**config.mk**
```make
export PLATFORM = sky130hd
export DESIGN_NAME = ysyx_22050612_wbu_flat
export DESIGN_NICKNAME = d
export VERILOG_FILES = /design/src/rtl/ysyx_22050612_wbu_if.sv /design/src/rtl/ysyx_22050612_wbu.sv /design/src/flat_wrapper.sv
export SDC_FILE = /design/constraint.sdc
export NUM_CORES = 1
export LEC_CHECK = 0
export ABC_AREA = 1
export BUFFER_PORTS_ARGS = -buffer_cell sky130_fd_sc_hd__buf_2
export CAP_MARGIN = 30
export CORE_MARGIN = 2
export CORE_UTILIZATION = 45
export CTS_BUF_LIST = sky130_fd_sc_hd__clkbuf_4 sky130_fd_sc_hd__clkbuf_8
export CTS_CLUSTER_SIZE = 25
export DETAILED_ROUTE_END_ITERATION = 7
export PLACE_DENSITY = 0.82
export SLEW_MARGIN = 20
export SYNTH_ARGS = -nofsm -noshare
export SYNTH_HDL_FRONTEND = slang
export SYNTH_SLANG_ARGS = --single-unit
```
**constraint.sdc**
```tcl
create_clock -name clk -period 3.2 [get_ports clk]
set_input_delay 0.32 -clock clk [delete_from_list [all_inputs] [get_ports clk]]
set_output_delay 0.32 -clock clk [all_outputs]
set_load 0.02 [all_outputs]
```
**src/rtl/ysyx_22050612_wbu_if.sv**
```systemverilog
// Retire request channels into the writeback unit: ALU results and returning load data.
interface ysyx_22050612_wbu_if #(
    parameter int ADDR_WIDTH = 5,
    parameter int DATA_WIDTH = 64
);
    logic                  alu_valid;
    logic                  alu_ready;
    logic [ADDR_WIDTH-1:0] alu_rd;
    logic [DATA_WIDTH-1:0] alu_data;

    logic                  lsu_valid;
    logic                  lsu_ready;
    logic [ADDR_WIDTH-1:0] lsu_rd;
    logic [2:0]            lsu_funct3;
    logic [2:0]            lsu_offset;
    logic [DATA_WIDTH-1:0] lsu_rdata;

    modport master (
        output alu_valid, alu_rd, alu_data,
        output lsu_valid, lsu_rd, lsu_funct3, lsu_offset, lsu_rdata,
        input  alu_ready, lsu_ready
    );

    modport slave (
        input  alu_valid, alu_rd, alu_data,
        input  lsu_valid, lsu_rd, lsu_funct3, lsu_offset, lsu_rdata,
        output alu_ready, lsu_ready
    );
endinterface

```
**src/rtl/ysyx_22050612_wbu.sv**
```systemverilog
// Writeback unit: LSU-over-ALU arbitration, load extraction, one registered
// regfile write per cycle, and bypass of the pending write to decode.

module ysyx_22050612_wbu_lext #(
    parameter int DATA_WIDTH = 64
) (
    input  logic [2:0]            funct3,
    input  logic [2:0]            offset,
    input  logic [DATA_WIDTH-1:0] rdata,
    output logic [DATA_WIDTH-1:0] val
);
    logic [DATA_WIDTH-1:0] shifted;

    assign shifted = rdata >> {offset, 3'b000};

    always_comb begin
        val = shifted;
        case (funct3)
            3'b000:  val = {{(DATA_WIDTH-8){shifted[7]}},   shifted[7:0]};
            3'b001:  val = {{(DATA_WIDTH-16){shifted[15]}}, shifted[15:0]};
            3'b010:  val = {{(DATA_WIDTH-32){shifted[31]}}, shifted[31:0]};
            3'b100:  val = {{(DATA_WIDTH-8){1'b0}},         shifted[7:0]};
            3'b101:  val = {{(DATA_WIDTH-16){1'b0}},        shifted[15:0]};
            3'b110:  val = {{(DATA_WIDTH-32){1'b0}},        shifted[31:0]};
            default: val = shifted;   // ld, and the unused 111 encoding
        endcase
    end
endmodule

module ysyx_22050612_wbu_fwd #(
    parameter int ADDR_WIDTH = 5
) (
    input  logic                  vld,
    input  logic [ADDR_WIDTH-1:0] wb_rd,
    input  logic [ADDR_WIDTH-1:0] rs,
    output logic                  hit
);
    // x0 never forwards: it reads as zero regardless of any pending write
    assign hit = vld && (rs == wb_rd) && (rs != '0);
endmodule

module ysyx_22050612_wbu #(
    parameter int ADDR_WIDTH = 5,
    parameter int DATA_WIDTH = 64
) (
    input  logic                  clk,
    input  logic                  rst,
    ysyx_22050612_wbu_if.slave    req,
    output logic                  wen,
    output logic [ADDR_WIDTH-1:0] waddr,
    output logic [DATA_WIDTH-1:0] wdata,
    input  logic [ADDR_WIDTH-1:0] rs1,
    input  logic [ADDR_WIDTH-1:0] rs2,
    output logic                  fwd1_hit,
    output logic                  fwd2_hit,
    output logic [DATA_WIDTH-1:0] fwd_data,
    output logic [63:0]           retire_cnt
);
    localparam int STAGES = 1;
    localparam int NUM_RD = 2;

    typedef struct packed {
        logic [ADDR_WIDTH-1:0] rd;
        logic [DATA_WIDTH-1:0] data;
    } wb_req_t;

    wb_req_t                          alu_req, lsu_req, sel_req, wb_q;
    logic                             accept;
    logic                             wb_vld_q;
    logic [STAGES:0]                  vld_pipe;
    logic [DATA_WIDTH-1:0]            load_val;
    logic [NUM_RD-1:0][ADDR_WIDTH-1:0] rs_vec;
    logic [NUM_RD-1:0]                hit_vec;

    assign req.lsu_ready = !rst;
    assign req.alu_ready = !rst && !req.lsu_valid;

    ysyx_22050612_wbu_lext #(.DATA_WIDTH(DATA_WIDTH)) u_lext (
        .funct3 (req.lsu_funct3),
        .offset (req.lsu_offset),
        .rdata  (req.lsu_rdata),
        .val    (load_val)
    );

    assign alu_req = '{rd: req.alu_rd, data: req.alu_data};
    assign lsu_req = '{rd: req.lsu_rd, data: load_val};
    assign sel_req = req.lsu_valid ? lsu_req : alu_req;
    assign accept  = req.lsu_valid || (req.alu_valid && req.alu_ready);

    // stage 0 is the accept strobe, stage STAGES is the pending regfile write
    always_comb begin
        vld_pipe         = '0;
        vld_pipe[0]      = accept;
        vld_pipe[STAGES] = wb_vld_q;
    end

    always_ff @(posedge clk) begin
        if (rst) begin
            wb_vld_q   <= 1'b0;
            wb_q       <= '0;
            retire_cnt <= '0;
        end else begin
            wb_vld_q <= vld_pipe[STAGES-1];
            if (accept) begin
                wb_q       <= sel_req;
                retire_cnt <= retire_cnt + 64'd1;
            end
        end
    end

    assign wen      = vld_pipe[STAGES] && (wb_q.rd != '0);
    assign waddr    = wb_q.rd;
    assign wdata    = wb_q.data;
    assign fwd_data = wb_q.data;

    assign rs_vec = {rs2, rs1};

    for (genvar i = 0; i < NUM_RD; i++) begin : g_fwd
        ysyx_22050612_wbu_fwd #(.ADDR_WIDTH(ADDR_WIDTH)) u_fwd (
            .vld   (vld_pipe[STAGES]),
            .wb_rd (wb_q.rd),
            .rs    (rs_vec[i]),
            .hit   (hit_vec[i])
        );
    end

    assign fwd1_hit = hit_vec[0];
    assign fwd2_hit = hit_vec[1];
endmodule
```
**src/flat_wrapper.sv**
```systemverilog
// flat-port wrapper written by rule: the top's interface ports become plain ports
module ysyx_22050612_wbu_flat 
#(
    parameter int ADDR_WIDTH = 5,
    parameter int DATA_WIDTH = 64
)
  (clk, rst, wen, waddr, wdata, rs1, rs2, fwd1_hit, fwd2_hit, fwd_data, retire_cnt, req_alu_valid, req_alu_rd, req_alu_data, req_lsu_valid, req_lsu_rd, req_lsu_funct3, req_lsu_offset, req_lsu_rdata, req_alu_ready, req_lsu_ready);
  ysyx_22050612_wbu_if #(.ADDR_WIDTH(ADDR_WIDTH), .DATA_WIDTH(DATA_WIDTH)) req_i ();
  input  logic clk;
  input  logic rst;
  output logic wen;
  output logic [ADDR_WIDTH-1:0] waddr;
  output logic [DATA_WIDTH-1:0] wdata;
  input  logic [ADDR_WIDTH-1:0] rs1;
  input  logic [ADDR_WIDTH-1:0] rs2;
  output logic fwd1_hit;
  output logic fwd2_hit;
  output logic [DATA_WIDTH-1:0] fwd_data;
  output logic [63:0] retire_cnt;
  input wire logic [$bits(req_i.alu_valid)-1:0] req_alu_valid;
  input wire logic [$bits(req_i.alu_rd)-1:0] req_alu_rd;
  input wire logic [$bits(req_i.alu_data)-1:0] req_alu_data;
  input wire logic [$bits(req_i.lsu_valid)-1:0] req_lsu_valid;
  input wire logic [$bits(req_i.lsu_rd)-1:0] req_lsu_rd;
  input wire logic [$bits(req_i.lsu_funct3)-1:0] req_lsu_funct3;
  input wire logic [$bits(req_i.lsu_offset)-1:0] req_lsu_offset;
  input wire logic [$bits(req_i.lsu_rdata)-1:0] req_lsu_rdata;
  output wire logic [$bits(req_i.alu_ready)-1:0] req_alu_ready;
  output wire logic [$bits(req_i.lsu_ready)-1:0] req_lsu_ready;
  assign req_i.alu_valid = req_alu_valid;
  assign req_i.alu_rd = req_alu_rd;
  assign req_i.alu_data = req_alu_data;
  assign req_i.lsu_valid = req_lsu_valid;
  assign req_i.lsu_rd = req_lsu_rd;
  assign req_i.lsu_funct3 = req_lsu_funct3;
  assign req_i.lsu_offset = req_lsu_offset;
  assign req_i.lsu_rdata = req_lsu_rdata;
  assign req_alu_ready = req_i.alu_ready;
  assign req_lsu_ready = req_i.lsu_ready;
  ysyx_22050612_wbu #(.ADDR_WIDTH(ADDR_WIDTH), .DATA_WIDTH(DATA_WIDTH)) u_core (.clk(clk), .rst(rst), .req(req_i), .wen(wen), .waddr(waddr), .wdata(wdata), .rs1(rs1), .rs2(rs2), .fwd1_hit(fwd1_hit), .fwd2_hit(fwd2_hit), .fwd_data(fwd_data), .retire_cnt(retire_cnt));
endmodule
```
==> impl_metrics.env, run 1 <==
export IMPL_design_area_um2=11600
export IMPL_multiInputGateArea_um2=5930
export IMPL_vias=12200
export IMPL_yosysSeqAreaShare_pct=27.2
export IMPL_grt_pass1_wl_um=61100
export IMPL_dieHeight_um=152
export IMPL_postCtsSetupBuffers=0
export IMPL_grt_max_degree=91
export IMPL_core_area_um2=21600
export IMPL_synth_seq_cells=134
export IMPL_ioPinCount=360
export IMPL_max_stage_delay_ns=0.47
export IMPL_start_util_pct=45.5
export IMPL_cts_made_buffers=17
export IMPL_drc=0
export IMPL_nNetsFinal=2051
export IMPL_hold_viol=0
export IMPL_timing_final_setup_violations=0
export IMPL_port_buffers=359
export IMPL_dpl_hpwl_um=31100
export IMPL_vias_per_cell=5.57
export IMPL_htree_levels=4
export IMPL_arrival_ns=2.53
export IMPL_syn_instance_count=1652
export IMPL_synth_edff_count=0
export IMPL_utilization_pct=53.9
export IMPL_synth_fp_nets=1811
export IMPL_ctsResizeCount=0
export IMPL_seqCellArea_um2=2680
export IMPL_clkSinkCount=134
export IMPL_drt_initial_drc_count=1313
export IMPL_netlist_top_cells_count="nand2_1, nor2_1, o21ai_0"
export IMPL_cap_violations=0
export IMPL_final_antenna_net_count=0
export IMPL_worstSetupPathType="register to register"
export IMPL_clk_path_buf_depth=2
export IMPL_status="finished, final reports clean"
export IMPL_yosysWarningCount=0
export IMPL_netlist_area_leader_share_pct=27.2
export IMPL_die_x_um=152
export IMPL_cp_slowest_cell="dfxtp_1"
export IMPL_synth_area_leaders="dfxtp_1, nand2_1, nor2_1"
export IMPL_drive_above_1_share_pct=24.0
export IMPL_routedWlPerCell_um=18.3
export IMPL_async_reset_ff_share_pct=0
export IMPL_avgSynthCellArea_um2=5.96
export IMPL_critPathMaxFanout=6
export IMPL_finalCritPeriodShare_pct=68.2
export IMPL_antenna_found_initial=1
export IMPL_place_area_um2=11200
export IMPL_fin_skew_ns=0.0110
export IMPL_fmaxAchievable_mhz=458
export IMPL_clk_pin_slew_ns=0.08
export IMPL_overflow=0
export IMPL_worstHoldPathType="primary input to register"
export IMPL_total_power_uw=4370
export IMPL_area_growth_syn_to_layout_pct=18.3
export IMPL_rsz0062_at_grt="no"
export IMPL_slew_headroom_pct=43.8
export IMPL_clk_latency_ns=0.46
export IMPL_num_rows=54
export IMPL_ctsHoldBuffers=0
export IMPL_yosysMostFrequentCell="nand2_1"
export IMPL_syn_cell_area_um2=9850
export IMPL_synthFlopType="dfxtp_1"
export IMPL_fillers=2301
export IMPL_yosys_area_top_type="dfxtp_1"
export IMPL_routabilityCongestion=1.02
export IMPL_leakage_uw=0.00533
export IMPL_dr_pass1_iters=6
export IMPL_tightest_slew_ns=0.843
export IMPL_holdWs_ns=0.125
export IMPL_root_buffer="clkbuf_8"
export IMPL_wirelength_um=39900
export IMPL_grt_usage_pct=33.1
export IMPL_fp_dieArea_um2=23100
export IMPL_cp_cell_sequence="ha_1 > nand3_1 > nor2_4 > nand3_2 > nor2_2 > nand3_1 > nor2_1 > nand2_1 > nand2_1 > nor2_1"
export IMPL_synth_cell_types=47
export IMPL_crit_required_ns=3.55
export IMPL_setup_tns_ns=0
export IMPL_powerDensity_nw_per_um2=376
export IMPL_worst_setup_path_end_kind="register"
export IMPL_drv_slew=0
export IMPL_peakVddDrop_v=0.000193
export IMPL_cts_tree="built"
export IMPL_cp_start_kind="register"
export IMPL_period_needed_ns=2.18
export IMPL_grt_pass1_vias=10900
layout by cell type, fill, tap and decap left out, drive strengths merged, types with 10 or more instances in the layout:
| master | instances |
|---|---|
| dfxtp | 134 |
| o21ai | 171 |
| a21oi | 116 |
| nand2 | 502 |
| nand4 | 25 |
| nor3 | 10 |
| nor2 | 217 |
| xnor2 | 21 |
| nand3 | 133 |
| inv | 82 |
| buf | 379 |
| o211ai | 11 |
| clkbuf | 21 |
| or2 | 16 |
through the flow:
stage	instances	setup slack [ns]
after detailed placement	2153	0.818
after floorplan	1652	1.34
final	2186	1.02
after global placement	2153	0.889
after global routing	2186	0.838
after CTS	2185	1.06
layout make-up:
type / count / share of cell area [%]
diodes: 1 / 0.0215
clock buffers: 21 / 2.37
clock inverters: 11 / 1.07
inverters: 82 / 2.71
multi-input cells: 1278 / 50.9
flip-flops and latches: 134 / 23.0
well taps: 280 / 3.01
repair buffers: 379 / 16.8
logic make-up after synthesis:
family | after synthesis | share of synthesized area, %
and+or+nand+nor | 919 | 39.6
AOI/OAI and AO/OA | 327 | 17.8
buffers and inverters | 240 | 12.5
DFF | 134 | 27.2
xor gates and xnor gates | 29 | 2.58
muxes | 2 | 0.203
adders and majority gates | 1 | 0.127
worst paths after layout:
| path | startpoint | end | slack [ns] | cells past startpoint |
|---|---|---|---|---|
| worst max register to register | u_core.retire_cnt[0] | u_core.retire_cnt[34] | 1.02 | 10 |
| worst min-delay path | req_lsu_rd[3] | u_core.waddr[3] | 0.12 | 3 |
| worst max-delay path | u_core.retire_cnt[0] | u_core.retire_cnt[34] | 1.02 | 10 |
| worst min register to register | u_core.fwd_data[32] | u_core.fwd_data[32] | 0.50 | 2 |
metal layers:
layer | vias up | part of all wire, % | GRT usage, % | routed length, µm
met5 | - | 0 | 0 | 0
met4 | 0 | 3.0 | 10.9 | 1210
met3 | 75 | 8.7 | 5.19 | 3470
met2 | 676 | 46 | 53.1 | 18200
met1 | 5605 | 43 | 45.7 | 17100
li1 | 5824 | - | - | -
state kept, by name, summed over array words and instances, names as in the netlist:
| signal | flops |
|---|---|
| u_core.wb_vld_q | 1 |
| u_core.retire_cnt | 64 |
| u_core.fwd_data | 64 |
| u_core.waddr | 5 |
power by group:
group	leakage, µW	switching [µW]	internal (µW)
registers	0.00110	82.9	1740
clock network	0.000191	722	751
logic	0.00404	730	345
total	0.00533	1540	2840
critical path, delay by kind of cell, from the launching register on:
| family | cells | cell delay [ns] |
|---|---|---|
| fa+ha+maj | 1 | 0.29 |
| simple gates | 9 | 1.31 |
| flops | 1 | 0.47 |
No activity file was read; power rests on OpenSTA's default activity.
==> inputs of run 2 (changes only) <==
==> constraint.sdc (replaced) <==
create_clock -name clk -period 2.05 [get_ports clk]
set_input_delay 0.205 -clock clk [delete_from_list [all_inputs] [get_ports clk]]
set_output_delay 0.205 -clock clk [all_outputs]
set_load 0.02 [all_outputs]
==> impl_metrics.env, run 2 (synthesized netlist as in run 1, its figures left out) <==
export IMPL_routedWlPerCell_um=18.4
export IMPL_worst_setup_path_end_kind="primary output"
export IMPL_multiInputGateArea_um2=5940
export IMPL_routabilityCongestion=1.03
export IMPL_layout_common_cells="nand2_1, buf_2, nor2_1"
export IMPL_reg2regPathDepth=10
export IMPL_ff2ff_setup_slack_ns=0.18
export IMPL_dp_cells=2174
export IMPL_final_common_cell="nand2_1"
export IMPL_core_area_um2=21600
export IMPL_worstSetupPathType="register to primary output"
export IMPL_dieHeight_um=152
export IMPL_fin_skew_ns=0.00848
export IMPL_cts_tree="built"
export IMPL_hp_start="req_alu_rd[1]"
export IMPL_arrival_ns=1.66
export IMPL_diodes=0
export IMPL_overflow=0
export IMPL_area_growth_syn_to_layout_pct=20.7
export IMPL_cts_made_buffers=17
export IMPL_num_rows=54
export IMPL_cp_start_kind="register"
export IMPL_drt_initial_drc_count=1476
export IMPL_antenna_found_initial=0
export IMPL_fillers=2250
export IMPL_clkSinkCount=134
export IMPL_vias_per_cell=5.56
export IMPL_nNetsFinal=2072
export IMPL_tightest_slew_ns=0.676
export IMPL_worstHoldPathType="primary input to register"
export IMPL_worstHoldEndpoint="u_core.waddr[1]"
export IMPL_port_buffers=359
export IMPL_finalCritPeriodShare_pct=91.0
export IMPL_setup_tns_ns=0
export IMPL_powerDensity_nw_per_um2=589
export IMPL_cp_slowest_cell="dfxtp_1"
export IMPL_critPathMaxFanout=5
export IMPL_grt_max_degree=80
export IMPL_crit_family="compound AO/OA/AOI/OAI gates"
export IMPL_final_antenna_net_count=0
export IMPL_regToRegEndpoint="u_core.retire_cnt[61]"
export IMPL_crit_required_ns=1.85
export IMPL_postCtsSetupBuffers=0
export IMPL_dr_pass1_iters=6
export IMPL_drive_above_1_share_pct=24.9
export IMPL_cp_cell_sequence="inv_1 > a221oi_1 > o2111ai_1 > nor2_1 > buf_2"
export IMPL_cap_violations=0
export IMPL_clk_path_buf_depth=2
export IMPL_wirelength_um=40700
export IMPL_timing_final_setup_violations=0
export IMPL_layout_cells_non_filler=2206
export IMPL_grt_pass1_wl_um=62700
export IMPL_status="finished, final reports clean"
export IMPL_leakage_uw=0.00548
export IMPL_fp_dieArea_um2=23100
export IMPL_start_util_pct=45.5
export IMPL_rsz0062_at_grt="no"
export IMPL_drv_slew=0
export IMPL_fmaxAchievable_mhz=536
export IMPL_root_buffer="clkbuf_8"
export IMPL_drc=0
export IMPL_dpl_hpwl_um=31900
export IMPL_ioPinCount=360
export IMPL_htree_levels=4
export IMPL_clk_pin_slew_ns=0.08
export IMPL_holdWs_ns=0.0235
export IMPL_period_needed_ns=1.87
export IMPL_slew_headroom_pct=54.9
export IMPL_cp_num_buf_inv=2
export IMPL_max_stage_delay_ns=0.38
export IMPL_die_x_um=152
export IMPL_vias=12300
export IMPL_r2r_start="u_core.retire_cnt[13]"
export IMPL_min_path_cells=3
export IMPL_grt_usage_pct=33.9
export IMPL_clk_latency_ns=0.45
export IMPL_seqCellArea_um2=2680
export IMPL_grt_pass1_vias=11300
export IMPL_hold_viol=0
export IMPL_peakVddDrop_v=0.000369
[run 2: power by group]
group	switching [µW]	total [µW]	internal (µW)	leakage (µW)
Sequential	121	2840	2720	0.00110
Clock	1110	2430	1320	0.000220
Combinational	1160	1730	576	0.00416
Total	2390	7000	4620	0.00548
[run 2: worst max path at each step]
stage / start / to / depth (start not counted)
after floorplan: u_core.retire_cnt[0] / u_core.retire_cnt[34] / 10
after global placement: req_lsu_offset[0] / u_core.fwd_data[8] / 10
after detailed placement: req_lsu_offset[1] / u_core.fwd_data[61] / 10
after CTS: u_core.waddr[4] / fwd2_hit / 5
after global routing: u_core.retire_cnt[19] / u_core.retire_cnt[52] / 8
final: u_core.waddr[1] / fwd2_hit / 5
[run 2: final cells by class]
cell class	instances	share of cell area, %
Clock buffer	21	2.38
Clock inverter	11	1.24
Inverter	82	2.65
Multi-Input combinational cell	1278	50.0
Sequential cell	134	22.6
Tap cell	280	2.95
Timing Repair Buffer	400	18.2
[run 2: timing repair]
item,CTS,global route
hold buffers,0,0
gates resized for setup,0,2
endpoints found under the setup margin,0,1
[run 2: layer usage]
metal  share of wire (%)  GRT usage, %  up-vias
met4                 2.9          10.5        0
met1                  42          46.4     5594
met3                 9.3          5.68       80
met2                  46          54.6      716
met5                   0             0        -
li1                    -             -     5871
[run 2: tightest hold or removal path, delay by kind of cell]
kind | cells | cell delay [ns]
AO/OA/AOI/OAI | 1 | 0.07
AND/OR/NAND/NOR | 1 | 0.05
buffers and inverters | 1 | 0.10
[run 2: per-stage QoR]
stage	power (µW)	utilization (%)	area (µm²)	setup WS (ns)
2_1_floorplan	4020	-	9850	0.187
5_1_grt	7290	55.0	11900	0.0209
4_1_cts	6990	55.0	11900	0.155
6_report	7000	55.0	11900	0.185
3_5_place_dp	4600	53.0	11500	0.126
3_3_place_gp	4600	53.0	11500	0.197
